==> config.mk <==
export PLATFORM = sky130hd
export DESIGN_NAME = score_argmax_unit_flat
export DESIGN_NICKNAME = d
export VERILOG_FILES = /design/src/rtl/score_argmax_if.sv /design/src/rtl/score_argmax_unit.sv /design/src/flat_wrapper.sv
export SDC_FILE = /design/constraint.sdc
export NUM_CORES = 1
export LEC_CHECK = 0
export CAP_MARGIN = 40
export CORE_MARGIN = 4
export CORE_UTILIZATION = 48
export DETAILED_ROUTE_END_ITERATION = 10
export PLACE_DENSITY = 0.87
export SYNTH_ARGS = -nofsm -noshare
export SYNTH_HDL_FRONTEND = slang
export SYNTH_SLANG_ARGS = --single-unit
==> constraint.sdc <==
create_clock -name clk -period 5.6 [get_ports clk]
set_input_delay 1.12 -clock clk [delete_from_list [all_inputs] [get_ports clk]]
set_output_delay 1.12 -clock clk [all_outputs]
set_load 0.1 [all_outputs]
==> src/rtl/score_argmax_if.sv <==
// Handshake/result bundle between the MNIST network top, the argmax stage and its consumer.
// The DUT uses the slave modport; the producer/consumer side uses master.
interface score_argmax_if #(
    parameter int NUM_CLASSES = 10,
    parameter int SCORE_W     = 16,
    parameter int IDX_W       = 4
);
    logic [NUM_CLASSES*SCORE_W-1:0] scores_in;
    logic                           in_valid;
    logic                           busy;
    logic                           result_valid;
    logic                           result_ready;
    logic [IDX_W-1:0]               class_idx;
    logic [SCORE_W-1:0]             max_score;
    logic [SCORE_W-1:0]             margin;
    logic                           low_conf;
    logic                           overrun;

    modport master (
        output scores_in, in_valid, result_ready,
        input  busy, result_valid, class_idx, max_score, margin, low_conf, overrun
    );

    modport slave (
        input  scores_in, in_valid, result_ready,
        output busy, result_valid, class_idx, max_score, margin, low_conf, overrun
    );
endinterface

==> src/rtl/score_argmax_unit.sv <==
// Sequential argmax over the packed Q8.8 class scores: one class per cycle, then holds
// index, max, margin over runner-up and a low-confidence flag until the consumer accepts.
module score_argmax_unit #(
    parameter int                 NUM_CLASSES   = 10,
    parameter int                 SCORE_W       = 16,
    parameter int                 IDX_W         = 4,
    parameter logic [SCORE_W-1:0] MARGIN_THRESH = 16'h0100
) (
    input  logic         clk,
    input  logic         rst,
    score_argmax_if.slave bus
);
    localparam logic [1:0] S_IDLE = 2'd0;
    localparam logic [1:0] S_SCAN = 2'd1;
    localparam logic [1:0] S_HOLD = 2'd2;

    localparam logic signed [SCORE_W-1:0] SCORE_MIN = {1'b1, {(SCORE_W-1){1'b0}}};
    localparam logic [IDX_W-1:0]          LAST_IDX  = IDX_W'(NUM_CLASSES - 1);

    logic [1:0]                            state;
    logic [NUM_CLASSES-1:0][SCORE_W-1:0]   cap_q;
    logic [IDX_W-1:0]                      idx_q;
    logic [IDX_W-1:0]                      best_idx_q;
    logic signed [SCORE_W-1:0]             best_q;
    logic signed [SCORE_W-1:0]             second_q;

    logic signed [SCORE_W-1:0]             s;
    logic signed [SCORE_W-1:0]             nxt_best;
    logic signed [SCORE_W-1:0]             nxt_second;
    logic [IDX_W-1:0]                      nxt_best_idx;
    logic [SCORE_W:0]                      diff;
    logic [SCORE_W-1:0]                    nxt_margin;

    assign s = $signed(cap_q[idx_q]);

    // Running max / runner-up update; strict compares keep the lowest index on ties.
    always_comb begin
        nxt_best     = best_q;
        nxt_second   = second_q;
        nxt_best_idx = best_idx_q;
        if (idx_q == '0) begin
            nxt_best     = s;
            nxt_best_idx = '0;
            nxt_second   = SCORE_MIN;
        end else if (s > best_q) begin
            nxt_second   = best_q;
            nxt_best     = s;
            nxt_best_idx = idx_q;
        end else if (s > second_q) begin
            nxt_second   = s;
        end
    end

    // One extra bit so max - MIN cannot overflow; the low SCORE_W bits are the unsigned margin.
    assign diff       = {nxt_best[SCORE_W-1], nxt_best} - {nxt_second[SCORE_W-1], nxt_second};
    assign nxt_margin = diff[SCORE_W-1:0];

    assign bus.busy = (state != S_IDLE);

    always_ff @(posedge clk) begin
        if (rst) begin
            state            <= S_IDLE;
            cap_q            <= '0;
            idx_q            <= '0;
            best_idx_q       <= '0;
            best_q           <= '0;
            second_q         <= SCORE_MIN;
            bus.result_valid <= 1'b0;
            bus.class_idx    <= '0;
            bus.max_score    <= '0;
            bus.margin       <= '0;
            bus.low_conf     <= 1'b0;
            bus.overrun      <= 1'b0;
        end else begin
            if (bus.in_valid && state != S_IDLE)
                bus.overrun <= 1'b1;
            case (state)
                S_IDLE: begin
                    if (bus.in_valid) begin
                        cap_q <= bus.scores_in;
                        idx_q <= '0;
                        state <= S_SCAN;
                    end
                end
                S_SCAN: begin
                    best_q     <= nxt_best;
                    second_q   <= nxt_second;
                    best_idx_q <= nxt_best_idx;
                    if (idx_q == LAST_IDX) begin
                        bus.class_idx    <= nxt_best_idx;
                        bus.max_score    <= nxt_best;
                        bus.margin       <= nxt_margin;
                        bus.low_conf     <= (nxt_margin < MARGIN_THRESH);
                        bus.result_valid <= 1'b1;
                        state            <= S_HOLD;
                    end else begin
                        idx_q <= idx_q + 1'b1;
                    end
                end
                S_HOLD: begin
                    if (bus.result_valid && bus.result_ready) begin
                        bus.result_valid <= 1'b0;
                        state            <= S_IDLE;
                    end
                end
                default: state <= S_IDLE;
            endcase
        end
    end
endmodule

==> src/flat_wrapper.sv <==
// flat-port wrapper written by rule: the top's interface ports become plain ports
module score_argmax_unit_flat 
#(
    parameter int                 NUM_CLASSES   = 10,
    parameter int                 SCORE_W       = 16,
    parameter int                 IDX_W         = 4,
    parameter logic [SCORE_W-1:0] MARGIN_THRESH = 16'h0100
)
  (clk, rst, bus_scores_in, bus_in_valid, bus_result_ready, bus_busy, bus_result_valid, bus_class_idx, bus_max_score, bus_margin, bus_low_conf, bus_overrun);
  score_argmax_if #(.NUM_CLASSES(NUM_CLASSES), .SCORE_W(SCORE_W), .IDX_W(IDX_W)) bus_i ();
  input  logic clk;
  input  logic rst;
  input wire logic [$bits(bus_i.scores_in)-1:0] bus_scores_in;
  input wire logic [$bits(bus_i.in_valid)-1:0] bus_in_valid;
  input wire logic [$bits(bus_i.result_ready)-1:0] bus_result_ready;
  output wire logic [$bits(bus_i.busy)-1:0] bus_busy;
  output wire logic [$bits(bus_i.result_valid)-1:0] bus_result_valid;
  output wire logic [$bits(bus_i.class_idx)-1:0] bus_class_idx;
  output wire logic [$bits(bus_i.max_score)-1:0] bus_max_score;
  output wire logic [$bits(bus_i.margin)-1:0] bus_margin;
  output wire logic [$bits(bus_i.low_conf)-1:0] bus_low_conf;
  output wire logic [$bits(bus_i.overrun)-1:0] bus_overrun;
  assign bus_i.scores_in = bus_scores_in;
  assign bus_i.in_valid = bus_in_valid;
  assign bus_i.result_ready = bus_result_ready;
  assign bus_busy = bus_i.busy;
  assign bus_result_valid = bus_i.result_valid;
  assign bus_class_idx = bus_i.class_idx;
  assign bus_max_score = bus_i.max_score;
  assign bus_margin = bus_i.margin;
  assign bus_low_conf = bus_i.low_conf;
  assign bus_overrun = bus_i.overrun;
  score_argmax_unit #(.NUM_CLASSES(NUM_CLASSES), .SCORE_W(SCORE_W), .IDX_W(IDX_W), .MARGIN_THRESH(MARGIN_THRESH)) u_core (.clk(clk), .rst(rst), .bus(bus_i));
endmodule
==> flow_summary.json <==
{
  "ys_seq_area_share_pct": 40.82,
  "min_period_over_period_pct": 104.4,
  "period_needed_ps": 5845,
  "start_kind": "flip-flop",
  "ctsHoldBuffers": 0,
  "die_h_um": 164.9,
  "detail_route.wl_per_cell_um": 18.67,
  "grt.total_usage_pct": 26.19,
  "p_leak_nw": 6.070,
  "holdCritPathClass": "flip-flop to flip-flop",
  "layout.nets": 1923,
  "cp.arrival_ps": 6280,
  "ir_drop_mv": 0.1822,
  "required_ps": 6040,
  "vias": 11770,
  "syn-cell-area_um2": 11820,
  "skew_ps": 15.31,
  "yosys_warnings": 0,
  "drive_gt1_share_pct": 16.61,
  "worst_path_max_delay_cell": "mux4_2",
  "grt_pass1_vias": 11390,
  "io_buffers": 203,
  "row_count": 57,
  "cts_buffers": 25,
  "num_antenna_cells": 0,
  "cts_root_buffer": "clkbuf_16",
  "io_pins": 204,
  "finalMaxSlewViolations": 0,
  "fillCellCount": 1739,
  "dr.pass1.iters": 6,
  "hpwl_um": 26300,
  "critPathKind": "flip-flop to flip-flop",
  "clock_path_buffers": 3,
  "start_util_pct": 48.75,
  "core_area_um2": 24250,
  "grt_max_degree": 109,
  "fin_tns_setup_ps": -385.0,
  "endpoint_kind": "flip-flop",
  "maxCapViolCount": 0,
  "final_hold_viol_count": 0,
  "max_slew.worst_pin.slew_ps": 876.5,
  "die_w_um": 164.9,
  "globalplace.congestion": 0.9033,
  "htree_num_levels": 1,
  "preCtsSetupSlack_ps": -253.4,
  "cts_tree": "done",
  "cp_slowest_stage_delay_ps": 510,
  "path_cells": "buf_12 > mux4_2 > mux2i_1 > o22ai_2 > buf_4 > ha_1 > nand4_1 > or2_4 > o32a_1 > o31ai_4 > mux2_4 > mux2i_1 > nor2_1 > ha_2 > inv_2 > fa_2 > a21o_1 > a221o_1 > o2111a_2 > buf_6 > o31a_1 > nor2_2 > nand4_1 > a221oi_2",
  "syn_inst": 1451,
  "drt_iter0_markers": 1061,
  "holdWs_ps": 451.6,
  "p_per_area_nw_per_um2": 296.3,
  "synthDistinctLibCells": 55,
  "run_status": "finished with violations",
  "total_power_w": 0.004885,
  "finalSetupViolCount": 3,
  "syn_nets": 1666,
  "clock.fmax_mhz": 171.1,
  "synthArstFlopShare_pct": 0,
  "grt_antenna_before_repair": 0,
  "cp_top_family": "compound AO/OA/AOI/OAI gates",
  "violations": "negative setup slack",
  "dieArea_um2": 27200,
  "antenna_left": 0,
  "syn2layout_area_growth_pct": 39.49,
  "finalWirelength_um": 38210,
  "path_clk_slew_ps": 60,
  "ys_ff_latch": 241,
  "syn_area_per_cell_um2": 8.146,
  "final_core_util_pct": 68.00,
  "slew-limit-headroom_pct": 41.44,
  "synth_edf_count": 0,
  "vias_per_cell": 5.751,
  "setup_slack_ps": -244.6,
  "clock_latency_ps": 530,
  "grt_remaining_overflow": 0,
  "clock_sinks": 241,
  "crit_buf_inv": 4,
  "drc": 0,
  "cp_max_fo": 13,
  "grt_pass1_wl_um": 57420,
  "ys.flop_type": "dfxtp_1",
  "rsz0062_at_grt": "yes"
}
==> timing repair <==
| action | 4_1_cts | 5_1_grt |
|---|---|---|
| resized for setup | 11 | 59 |
| pin swaps | 16 | 29 |
| endpoints found under the setup margin | 5 | 6 |
| buffers inserted | 12 | 18 |
| cloned | 1 | 2 |
==> final timing paths <==
| check | slack [ps] | to | cells after the start | from |
|---|---|---|---|---|
| setup / recovery | -240 | u_core.bus.low_conf | 24 | u_core.idx_q[0] |
| hold reg to reg | 450 | u_core.bus.max_score[8] | 2 | u_core.bus.max_score[8] |
| setup reg to reg | -240 | u_core.bus.low_conf | 24 | u_core.idx_q[0] |
| hold / removal | 450 | u_core.bus.max_score[8] | 2 | u_core.bus.max_score[8] |
==> final cells by class <==
cell class | instances | area [µm²] | area share, %
Clock buffer | 33 | 675.6 | 4.098
Inverter | 44 | 165.2 | 1.002
Sequential cell | 241 | 4832 | 29.31
Timing Repair Buffer | 333 | 3487 | 21.15
Tap cell | 324 | 405.4 | 2.459
Multi-Input combinational cell | 1063 | 6827 | 41.40
Clock inverter | 8 | 96.34 | 0.5843
==> report_power, final <==
group | internal [W] | leakage, nW | total (W) | switching [W]
combinational | 0.000662 | 3.72 | 0.00144 | 0.000779
sequential | 0.00179 | 1.97 | 0.00184 | 0.0000514
clock | 0.000934 | 0.378 | 0.00160 | 0.000667
==> synthesized netlist by cell type, types with 2 or more instances <==
| master | count | area (µm²) |
|---|---|---|
| nor3_1 | 12 | 60.06 |
| o2111ai_1 | 16 | 140.1 |
| a21oi_1 | 244 | 1221 |
| mux4_2 | 32 | 720.7 |
| xor2_1 | 2 | 17.52 |
| nor2b_1 | 4 | 25.02 |
| xnor2_1 | 8 | 70.07 |
| mux2i_1 | 49 | 490.5 |
| o22ai_1 | 17 | 106.4 |
| or3_1 | 7 | 43.79 |
| mux2_2 | 16 | 180.2 |
| inv_1 | 44 | 165.2 |
| clkbuf_1 | 78 | 292.8 |
| and2_1 | 2 | 12.51 |
| buf_4 | 2 | 15.01 |
| o221ai_1 | 2 | 17.52 |
| nor2_1 | 40 | 150.1 |
| o31a_1 | 4 | 35.03 |
| o211ai_1 | 17 | 127.6 |
| nand3_1 | 9 | 45.04 |
| ha_1 | 50 | 625.6 |
| a21o_1 | 3 | 22.52 |
| nand3b_1 | 3 | 22.52 |
| dfxtp_1 | 241 | 4825 |
| o2111a_1 | 2 | 22.52 |
| nand4_1 | 8 | 50.05 |
| a211oi_1 | 7 | 52.55 |
| o21a_1 | 9 | 67.56 |
| buf_2 | 12 | 60.06 |
| o21ai_0 | 16 | 80.08 |
| a31oi_1 | 2 | 12.51 |
| a311oi_1 | 2 | 17.52 |
| nand2_1 | 451 | 1693 |
| nand2b_1 | 5 | 31.28 |
| or2_2 | 2 | 12.51 |
| buf_1 | 11 | 41.29 |
| and3_1 | 4 | 25.02 |
==> state kept, by name (all words and copies together) (netlist names) <==
register and flops:
u_core.cap_q 160, u_core.best_q 16, u_core.bus.margin 16, u_core.bus.max_score 16
u_core.second_q 16, u_core.best_idx_q 4, u_core.bus.class_idx 4, u_core.idx_q 4
u_core.state 2, u_core.bus.low_conf 1, u_core.bus.overrun 1, u_core.bus.result_valid 1
==> metrics by stage <==
step / cells / area [µm²]
floorplan: 1451 / 11890
global placement: 1931 / 14390
detailed placement: 1972 / 15030
CTS: 2026 / 15960
global route: 2046 / 16490
finish: 2046 / 16490
==> cells in the final DEF, fill, tap and decap left out, types with 9 or more instances in the layout <==
cell	instances
mux4_2	32
mux2i_1	37
inv_1	43
o22ai_2	11
buf_4	75
o211ai_1	17
nand2_1	450
ha_4	10
mux2_2	14
nor2_1	37
clkbuf_16	27
buf_8	39
o2111ai_1	15
clkdlybuf4s50_1	202
dfxtp_1	239
mux2i_2	9
a21oi_1	240
ha_1	38
nor3_1	11
o21ai_0	12
==> routing by layer <==
metal | track usage (%) | vias to the layer above | wire length (µm)
li1 | - | 5507 | -
met1 | 32.26 | 5559 | 14500
met2 | 44.22 | 554 | 18890
met3 | 4.168 | 146 | 2620
met4 | 13.69 | 0 | 2196
met5 | 0 | - | 0
==> worst register-to-register path, stage by stage (launching register included) <==
cell	delay, ps
dfxtp_4	420
buf_12	160
mux4_2	520
mux2i_1	270
o22ai_2	120
buf_4	170
ha_1	300
nand4_1	90
or2_4	280
o32a_1	380
o31ai_4	110
mux2_4	220
mux2i_1	90
nor2_1	140
ha_2	200
inv_2	40
fa_2	340
a21o_1	190
a221o_1	330
o2111a_2	290
buf_6	120
o31a_1	280
nor2_2	180
nand4_1	230
a221oi_2	280
==> cells by family (layout without fill, tap and decap cells) <==
kind of cell / count (synthesis) / after routing / synth area share (%)
XOR/XNOR: 10 / 10 / 0.7410
AO/OA/AOI/OAI: 352 / 352 / 17.40
flip-flops: 241 / 241 / 40.82
AND/OR/NAND/NOR: 553 / 553 / 18.95
buffers and inverters: 147 / 418 / 4.859
multiplexers: 97 / 97 / 11.77
adder cells (fa/ha/maj): 51 / 51 / 5.462
No activity file was read; power rests on OpenSTA's default activity.
